**src/rtl/mlaccel_pkg.sv**
```systemverilog
// Shared instruction encoding for the sequencer and dispatch stages.
// MLACCEL_ILLEGAL_TRAP_EN adds the HALT state used by the illegal-opcode trap.
package mlaccel_pkg;

    localparam logic [5:0] OP_SYNC      = 6'd0;
    localparam logic [5:0] OP_CALL      = 6'd1;
    localparam logic [5:0] OP_RETURN    = 6'd2;
    localparam logic [5:0] OP_EXECUTE   = 6'd3;
    localparam logic [5:0] OP_SET_VBASE = 6'd4;
    localparam logic [5:0] OP_SET_CBASE = 6'd5;
    localparam logic [5:0] OP_STORE     = 6'd6;

    localparam int OPC_LSB  = 0;
    localparam int OPC_MSB  = 5;
    localparam int ADDR_LSB = 6;
    localparam int ADDR_MSB = 16;
    localparam int ARG_LSB  = 17;
    localparam int ARG_MSB  = 31;

`ifdef MLACCEL_ILLEGAL_TRAP_EN
    typedef enum logic [1:0] {ST_RUN, ST_SYNC_WAIT, ST_HALT} state_t;
`else
    typedef enum logic [1:0] {ST_RUN, ST_SYNC_WAIT} state_t;
`endif

    typedef struct packed {
        logic [15:0] vaddr;
        logic [15:0] caddr;
        logic        first;
        logic        last;
    } mac_req_t;

endpackage

```
**src/rtl/mlaccel_dispatch_slot.sv**
```systemverilog
// Single-entry valid/ready output register; a load is only issued when the
// slot is empty or draining this cycle.
module mlaccel_dispatch_slot #(
    parameter int W = 16
) (
    input  logic         clock,
    input  logic         resetn,
    input  logic         load,
    input  logic [W-1:0] load_data,
    input  logic         ready,
    output logic         valid,
    output logic         valid_nxt,
    output logic [W-1:0] data
);

    assign valid_nxt = load || (valid && !ready);

    always_ff @(posedge clock or negedge resetn) begin
        if (!resetn) begin
            valid <= 1'b0;
            data  <= '0;
        end else begin
            valid <= valid_nxt;
            if (load)
                data <= load_data;
        end
    end

endmodule

```
**src/rtl/mlaccel_dispatch.sv**
```systemverilog
// Instruction decode/dispatch: EXECUTE -> MAC requests, STORE -> write-back,
// SYNC barriers, base registers. MLACCEL_ILLEGAL_TRAP_EN halts on illegal opcodes.
module mlaccel_dispatch #(
    parameter int INFLIGHT_BITS = 4
) (
    input  logic        clock,
    input  logic        resetn,
    input  logic        comp_valid,
    output logic        comp_ready,
    input  logic [31:0] comp_data,
    output logic        mac_valid,
    input  logic        mac_ready,
    output logic [15:0] mac_vaddr,
    output logic [15:0] mac_caddr,
    output logic        mac_first,
    output logic        mac_last,
    input  logic        mac_done,
    output logic        st_valid,
    input  logic        st_ready,
    output logic [15:0] st_addr,
    output logic        sync_pulse,
    output logic        busy,
    output logic        error
);
    import mlaccel_pkg::*;

    localparam logic [INFLIGHT_BITS-1:0] INFLIGHT_MAX = '1;

    state_t                   state, state_nxt;
    logic [INFLIGHT_BITS-1:0] inflight, inflight_nxt;
    logic [15:0]              vbase, cbase;
    logic                     first_pending;
    logic                     sync_nxt;

    logic [5:0]  op;
    logic [10:0] a;
    logic [14:0] arg;
    logic [15:0] a_ext;

    assign op    = comp_data[OPC_MSB:OPC_LSB];
    assign a     = comp_data[ADDR_MSB:ADDR_LSB];
    assign arg   = comp_data[ARG_MSB:ARG_LSB];
    assign a_ext = {5'b0, a};

    logic accept, exec_acc, store_acc, sync_acc, setv_acc, setc_acc, illegal_acc;
    logic mac_valid_nxt, st_valid_nxt;
    logic inc, dec;
    mac_req_t mac_load, mac_q;

    // Ready depends only on the opcode and registered state, never on comp_valid.
    always_comb begin
        comp_ready = 1'b0;
        if (state == ST_RUN) begin
            case (op)
                OP_EXECUTE: comp_ready = (!mac_valid || mac_ready) && (inflight != INFLIGHT_MAX);
                OP_STORE:   comp_ready = (inflight == '0) && !mac_valid && (!st_valid || st_ready);
                default:    comp_ready = 1'b1;
            endcase
        end
    end

    assign accept = comp_valid && comp_ready;

    always_comb begin
        exec_acc    = 1'b0;
        store_acc   = 1'b0;
        sync_acc    = 1'b0;
        setv_acc    = 1'b0;
        setc_acc    = 1'b0;
        illegal_acc = 1'b0;
        if (accept) begin
            case (op)
                OP_SYNC:            sync_acc    = 1'b1;
                OP_EXECUTE:         exec_acc    = 1'b1;
                OP_SET_VBASE:       setv_acc    = 1'b1;
                OP_SET_CBASE:       setc_acc    = 1'b1;
                OP_STORE:           store_acc   = 1'b1;
                OP_CALL, OP_RETURN: illegal_acc = 1'b1;  // resolved upstream; stray ones are errors
                default:            illegal_acc = 1'b1;
            endcase
        end
    end

    always_comb begin
        mac_load       = '0;
        mac_load.vaddr = vbase + a_ext;
        mac_load.caddr = cbase + a_ext;
        mac_load.first = first_pending;
        mac_load.last  = (arg == 15'd1);
    end

    mlaccel_dispatch_slot #(.W($bits(mac_req_t))) u_mac_slot (
        .clock     (clock),
        .resetn    (resetn),
        .load      (exec_acc),
        .load_data (mac_load),
        .ready     (mac_ready),
        .valid     (mac_valid),
        .valid_nxt (mac_valid_nxt),
        .data      (mac_q)
    );

    mlaccel_dispatch_slot #(.W(16)) u_st_slot (
        .clock     (clock),
        .resetn    (resetn),
        .load      (store_acc),
        .load_data (vbase + a_ext),
        .ready     (st_ready),
        .valid     (st_valid),
        .valid_nxt (st_valid_nxt),
        .data      (st_addr)
    );

    assign mac_vaddr = mac_q.vaddr;
    assign mac_caddr = mac_q.caddr;
    assign mac_first = mac_q.first;
    assign mac_last  = mac_q.last;

    // A retire pulse with nothing outstanding is ignored rather than wrapping.
    assign inc = exec_acc;
    assign dec = mac_done && (inflight != '0);

    always_comb begin
        inflight_nxt = inflight;
        if (inc && !dec)
            inflight_nxt = inflight + INFLIGHT_BITS'(1);
        else if (!inc && dec)
            inflight_nxt = inflight - INFLIGHT_BITS'(1);
    end

    always_comb begin
        state_nxt = state;
        sync_nxt  = 1'b0;
        case (state)
            ST_RUN: begin
                if (sync_acc)
                    state_nxt = ST_SYNC_WAIT;
`ifdef MLACCEL_ILLEGAL_TRAP_EN
                if (illegal_acc)
                    state_nxt = ST_HALT;
`endif
            end
            ST_SYNC_WAIT: begin
                if ((inflight == '0) && !mac_valid && !st_valid) begin
                    state_nxt = ST_RUN;
                    sync_nxt  = 1'b1;
                end
            end
            default: state_nxt = state;
        endcase
    end

    always_ff @(posedge clock or negedge resetn) begin
        if (!resetn) begin
            state         <= ST_RUN;
            inflight      <= '0;
            vbase         <= '0;
            cbase         <= '0;
            first_pending <= 1'b1;
            error         <= 1'b0;
            sync_pulse    <= 1'b0;
            busy          <= 1'b0;
        end else begin
            state      <= state_nxt;
            inflight   <= inflight_nxt;
            sync_pulse <= sync_nxt;
            if (setv_acc)
                vbase <= {arg, 1'b0};
            if (setc_acc)
                cbase <= {arg, 1'b0};
            if (exec_acc)
                first_pending <= 1'b0;
            else if (store_acc)
                first_pending <= 1'b1;
            if (illegal_acc)
                error <= 1'b1;
            busy <= (state_nxt != ST_RUN) || mac_valid_nxt || st_valid_nxt || (inflight_nxt != '0);
        end
    end

endmodule

```
**config.mk**
```make
export PLATFORM = sky130hd
export DESIGN_NAME = mlaccel_dispatch
export DESIGN_NICKNAME = d
export VERILOG_FILES = /design/src/rtl/mlaccel_pkg.sv /design/src/rtl/mlaccel_dispatch_slot.sv /design/src/rtl/mlaccel_dispatch.sv
export SDC_FILE = /design/constraint.sdc
export NUM_CORES = 1
export LEC_CHECK = 0
export CAP_MARGIN = 10
export CELL_PAD_IN_SITES_DETAIL_PLACEMENT = 2
export CELL_PAD_IN_SITES_GLOBAL_PLACEMENT = 2
export CORE_ASPECT_RATIO = 1.25
export CORE_MARGIN = 8
export CORE_UTILIZATION = 35
export CTS_CLUSTER_DIAMETER = 80
export CTS_CLUSTER_SIZE = 40
export DETAILED_ROUTE_END_ITERATION = 16
export PLACE_DENSITY_LB_ADDON = 0.1
export SLEW_MARGIN = 15
export SYNTH_ARGS = -nofsm -noshare
export SYNTH_HDL_FRONTEND = slang
export SYNTH_HIERARCHICAL = 1
export SYNTH_SLANG_ARGS = --single-unit
```
**constraint.sdc**
```tcl
create_clock -name clock -period 3.5 [get_ports clock]
set_input_delay 0.35 -clock clock [delete_from_list [all_inputs] [get_ports clock]]
set_output_delay 0.35 -clock clock [all_outputs]
set_load 0.03 [all_outputs]
```
==> flow_summary.json <==
{
  "rsz0062_at_grt": "false",
  "cts-root-buf": "clkbuf_16",
  "fmax_mhz": 309,
  "grt_pass1_wl_um": 21800,
  "period_share_pct": 92.5,
  "ys_seq_elements": 92,
  "via_per_inst": 5.06,
  "cts_setup_buffers": 0,
  "synth.area.mux_share_pct": 21.1,
  "slew_violations": 0,
  "status": "finished, final reports clean",
  "placed_cell_area_mm2": 0.00602,
  "ctsResizeCount": 0,
  "synth_fa_ha_area_share_pct": 6.61,
  "pwr-share-seq_pct": 39.6,
  "synth_common_cells": "dfrtp_1, mux2_2, mux2_4",
  "synth_top_family_by_area": "multiplexers",
  "async_flop_share_pct": 100,
  "slew-limit-headroom_pct": 41.8,
  "ant_nets": 0,
  "clk_latency_ps": 330,
  "grt_start_max_net_pins": 66,
  "clk_path_buf_depth": 2,
  "cts_buffers": 9,
  "p_per_area_mw_per_mm2": 543,
  "skew_ps": 5.99,
  "grt_antenna_before_repair": 0,
  "drv_cap": 0,
  "hold_viol_final": 0,
  "tightest_slew_ps": 872,
  "die-height_um": 149,
  "yosysSeqAreaShare_pct": 46.8,
  "wl_per_cell_um": 20.0,
  "switching_power_w": 0.00111,
  "yosys.area.top_type": "dfrtp_1",
  "clk_pin_slew_ps": 70,
  "synth_flop_cell": "dfrtp_1",
  "hold_class": "input pin to asynchronous set/reset pin",
  "cts_max_level": 3,
  "area_growth_pct": 28.2,
  "synth_top_area_share_pct": 46.2,
  "syn_area_per_cell_um2": 12.8,
  "synthXorXnorAreaFrac_pct": 5.16,
  "dp_hpwl_um": 10200,
  "synth_compound_area_share_pct": 7.77,
  "synthTopCellsByArea": "dfrtp_1, mux2_4, mux2_2",
  "die_w_um": 122,
  "crit_required_ps": 3150,
  "crit_fanout": 5,
  "leakage_nw": 2.86,
  "cts_tree": "yes",
  "switching_share_pct": 32.5,
  "yosysWarnings": 6,
  "end_kind": "output port",
  "drc": 0,
  "p_int_w": 0.00231,
  "rows": 48,
  "cts_hold_buf": 0,
  "drt-initial-drc-count": 68,
  "fp.dieArea_mm2": 0.0181,
  "yosys.area_share.simple_pct": 8.77,
  "ios": 94,
  "design_area_mm2": 0.00631,
  "fillCellCount": 1409,
  "period_minus_slack_ps": 3240,
  "track_usage_pct": 15.4,
  "wl_um": 13300,
  "critical_path.max_stage_delay_ps": 720,
  "start_util_pct": 35.7,
  "p_comb_share_pct": 32.4,
  "drive_gt1_share_pct": 23.1,
  "syn_nets": 446,
  "finish.net_count": 546,
  "clkSinkCount": 92,
  "setup_violations": 0,
  "start_kind": "register",
  "coreArea_mm2": 0.0138,
  "diodes": 0,
  "grt_overflow": 0,
  "ir_worst_vdd_uv": 206,
  "place_congestion": 0.755,
  "clockPowerShare_pct": 28.1,
  "cp_data_arrival_time_ps": 2890,
  "synthesis.area_mm2": 0.00492,
  "drt_first_pass_iters": 4,
  "synth_edf_count": 0,
  "crit_chain": "inv_1 > ha_1 > or3b_1 > nor2_1 > o21ai_0 > o2bb2ai_1 > a311oi_1 > clkdlybuf4s50_1",
  "synth.most_common_cell": "dfrtp_1",
  "worstSetupPathType": "register to output port",
  "yosysUniqueCellTypes": 55,
  "syn_inst": 384,
  "r2r_slack_ps": 890,
  "critical_path.slowest_cell": "clkdlybuf4s50_1",
  "vias": 3362,
  "io_buffers": 93,
  "grt_pass1_vias": 3995,
  "setup_tns_ps": 0
}
worst max-delay path, delay by kind of cell (launching register included):
kind	cells	cell delay (ps)
flip-flops	1	420
buffers and inverters	2	820
adder cells (fa/ha/maj)	1	160
AND/OR/NAND/NOR	2	540
AO/OA/AOI/OAI	3	600
power groups by stage:
| stage | Sequential [W] | Combinational, W | Clock (W) |
|---|---|---|---|
| 4_1_cts | 0.00136 | 0.00113 | 0.00101 |
| 3_5_place_dp | 0.00138 | 0.00112 | 0 |
| 2_1_floorplan | 0.00149 | 0.000561 | 0 |
| 5_1_grt | 0.00138 | 0.00121 | 0.00104 |
| 6_report | 0.00136 | 0.00111 | 0.000960 |
| 3_3_place_gp | 0.00137 | 0.00108 | 0 |
area by class of cell:
class | instances | area (µm²) | area share [%]
clock buffers | 11 | 233 | 3.69
clock inverters | 5 | 62.6 | 0.991
inverters | 16 | 60.1 | 0.952
multi-input cells | 264 | 2440 | 38.7
flip-flops and latches | 92 | 2300 | 36.5
well taps | 175 | 219 | 3.47
repair buffers | 101 | 988 | 15.7
cell families after synthesis:
kind of cell               Yosys count
muxes                               80
and+or+nand+nor                     75
xor gates and xnor gates            29
adders and majority gates           25
AOI/OAI and AO/OA                   55
buffers and inverters               28
DFF                                 92
final timing paths:
| check | startpoint | endpoint | cells past startpoint |
|---|---|---|---|
| worst min-delay path | resetn | u_mac_slot/data[1]$_DFFE_PN0P_ | 1 |
| max in group asynchronous | resetn | vbase[14]$_DFFE_PN0P_ | 2 |
| min in group clock | error$_DFFE_PN0P_ | error$_DFFE_PN0P_ | 1 |
| worst max register to register | inflight[0]$_DFF_PN0_ | busy$_DFF_PN0_ | 6 |
| worst max-delay path | inflight[1]$_DFF_PN0_ | comp_ready | 8 |
| worst min register to register | error$_DFFE_PN0P_ | error$_DFFE_PN0P_ | 1 |
routing by layer:
| layer | up-vias | wire length (µm) | global-route usage [%] |
|---|---|---|---|
| met2 | 62 | 6950 | 27.1 |
| met3 | 12 | 603 | 3.38 |
| met4 | 0 | 159 | 4.70 |
| li1 | 1587 | - | - |
| met1 | 1701 | 5580 | 18.2 |
| met5 | - | 0 | 0 |
through the flow:
stage / worst slack (ps) / power, W / hold slack (ps) / utilization [%] / instances
detailed placement: 455 / 0.00249 / 466 / 43.6 / 648
CTS: 220 / 0.00349 / 151 / 45.7 / 664
floorplan: 964 / 0.00205 / 54.4 / - / 384
global route: 91.0 / 0.00363 / 183 / 45.7 / 664
global placement: 488 / 0.00245 / 466 / 43.6 / 648
finish: 263 / 0.00342 / 118 / 45.7 / 664
registers in the layout (all words and copies together) (netlist names):
name / flops
busy: 1
cbase: 15
error: 1
first_pending: 1
inflight: 4
state: 2
sync_pulse: 1
u_mac_slot/data: 34
u_mac_slot/valid: 1
u_st_slot/data: 16
u_st_slot/valid: 1
vbase: 15
cell usage in the layout (no fill, tap or decap), types with 3 or more instances in the layout:
| cell | n |
|---|---|
| clkdlybuf4s50_1 | 92 |
| dfrtp_1 | 91 |
| mux2_2 | 40 |
| mux2_4 | 38 |
| ha_1 | 22 |
| xnor2_1 | 20 |
| inv_1 | 16 |
| nand2_1 | 13 |
| nor2_1 | 13 |
| o21ai_0 | 12 |
| xor2_1 | 9 |
| a21oi_1 | 9 |
| clkbuf_16 | 9 |
| buf_4 | 9 |
| nand3_1 | 8 |
| nor3_1 | 6 |
| a21o_1 | 5 |
| o21a_1 | 5 |
| nand4_1 | 5 |
| o211ai_1 | 5 |
| and3_1 | 4 |
| nor2b_1 | 3 |
| o2111ai_1 | 3 |
| and2_1 | 3 |
| a31o_2 | 3 |
| o21bai_1 | 3 |
Note: power is estimated with default switching activity, not from simulation.
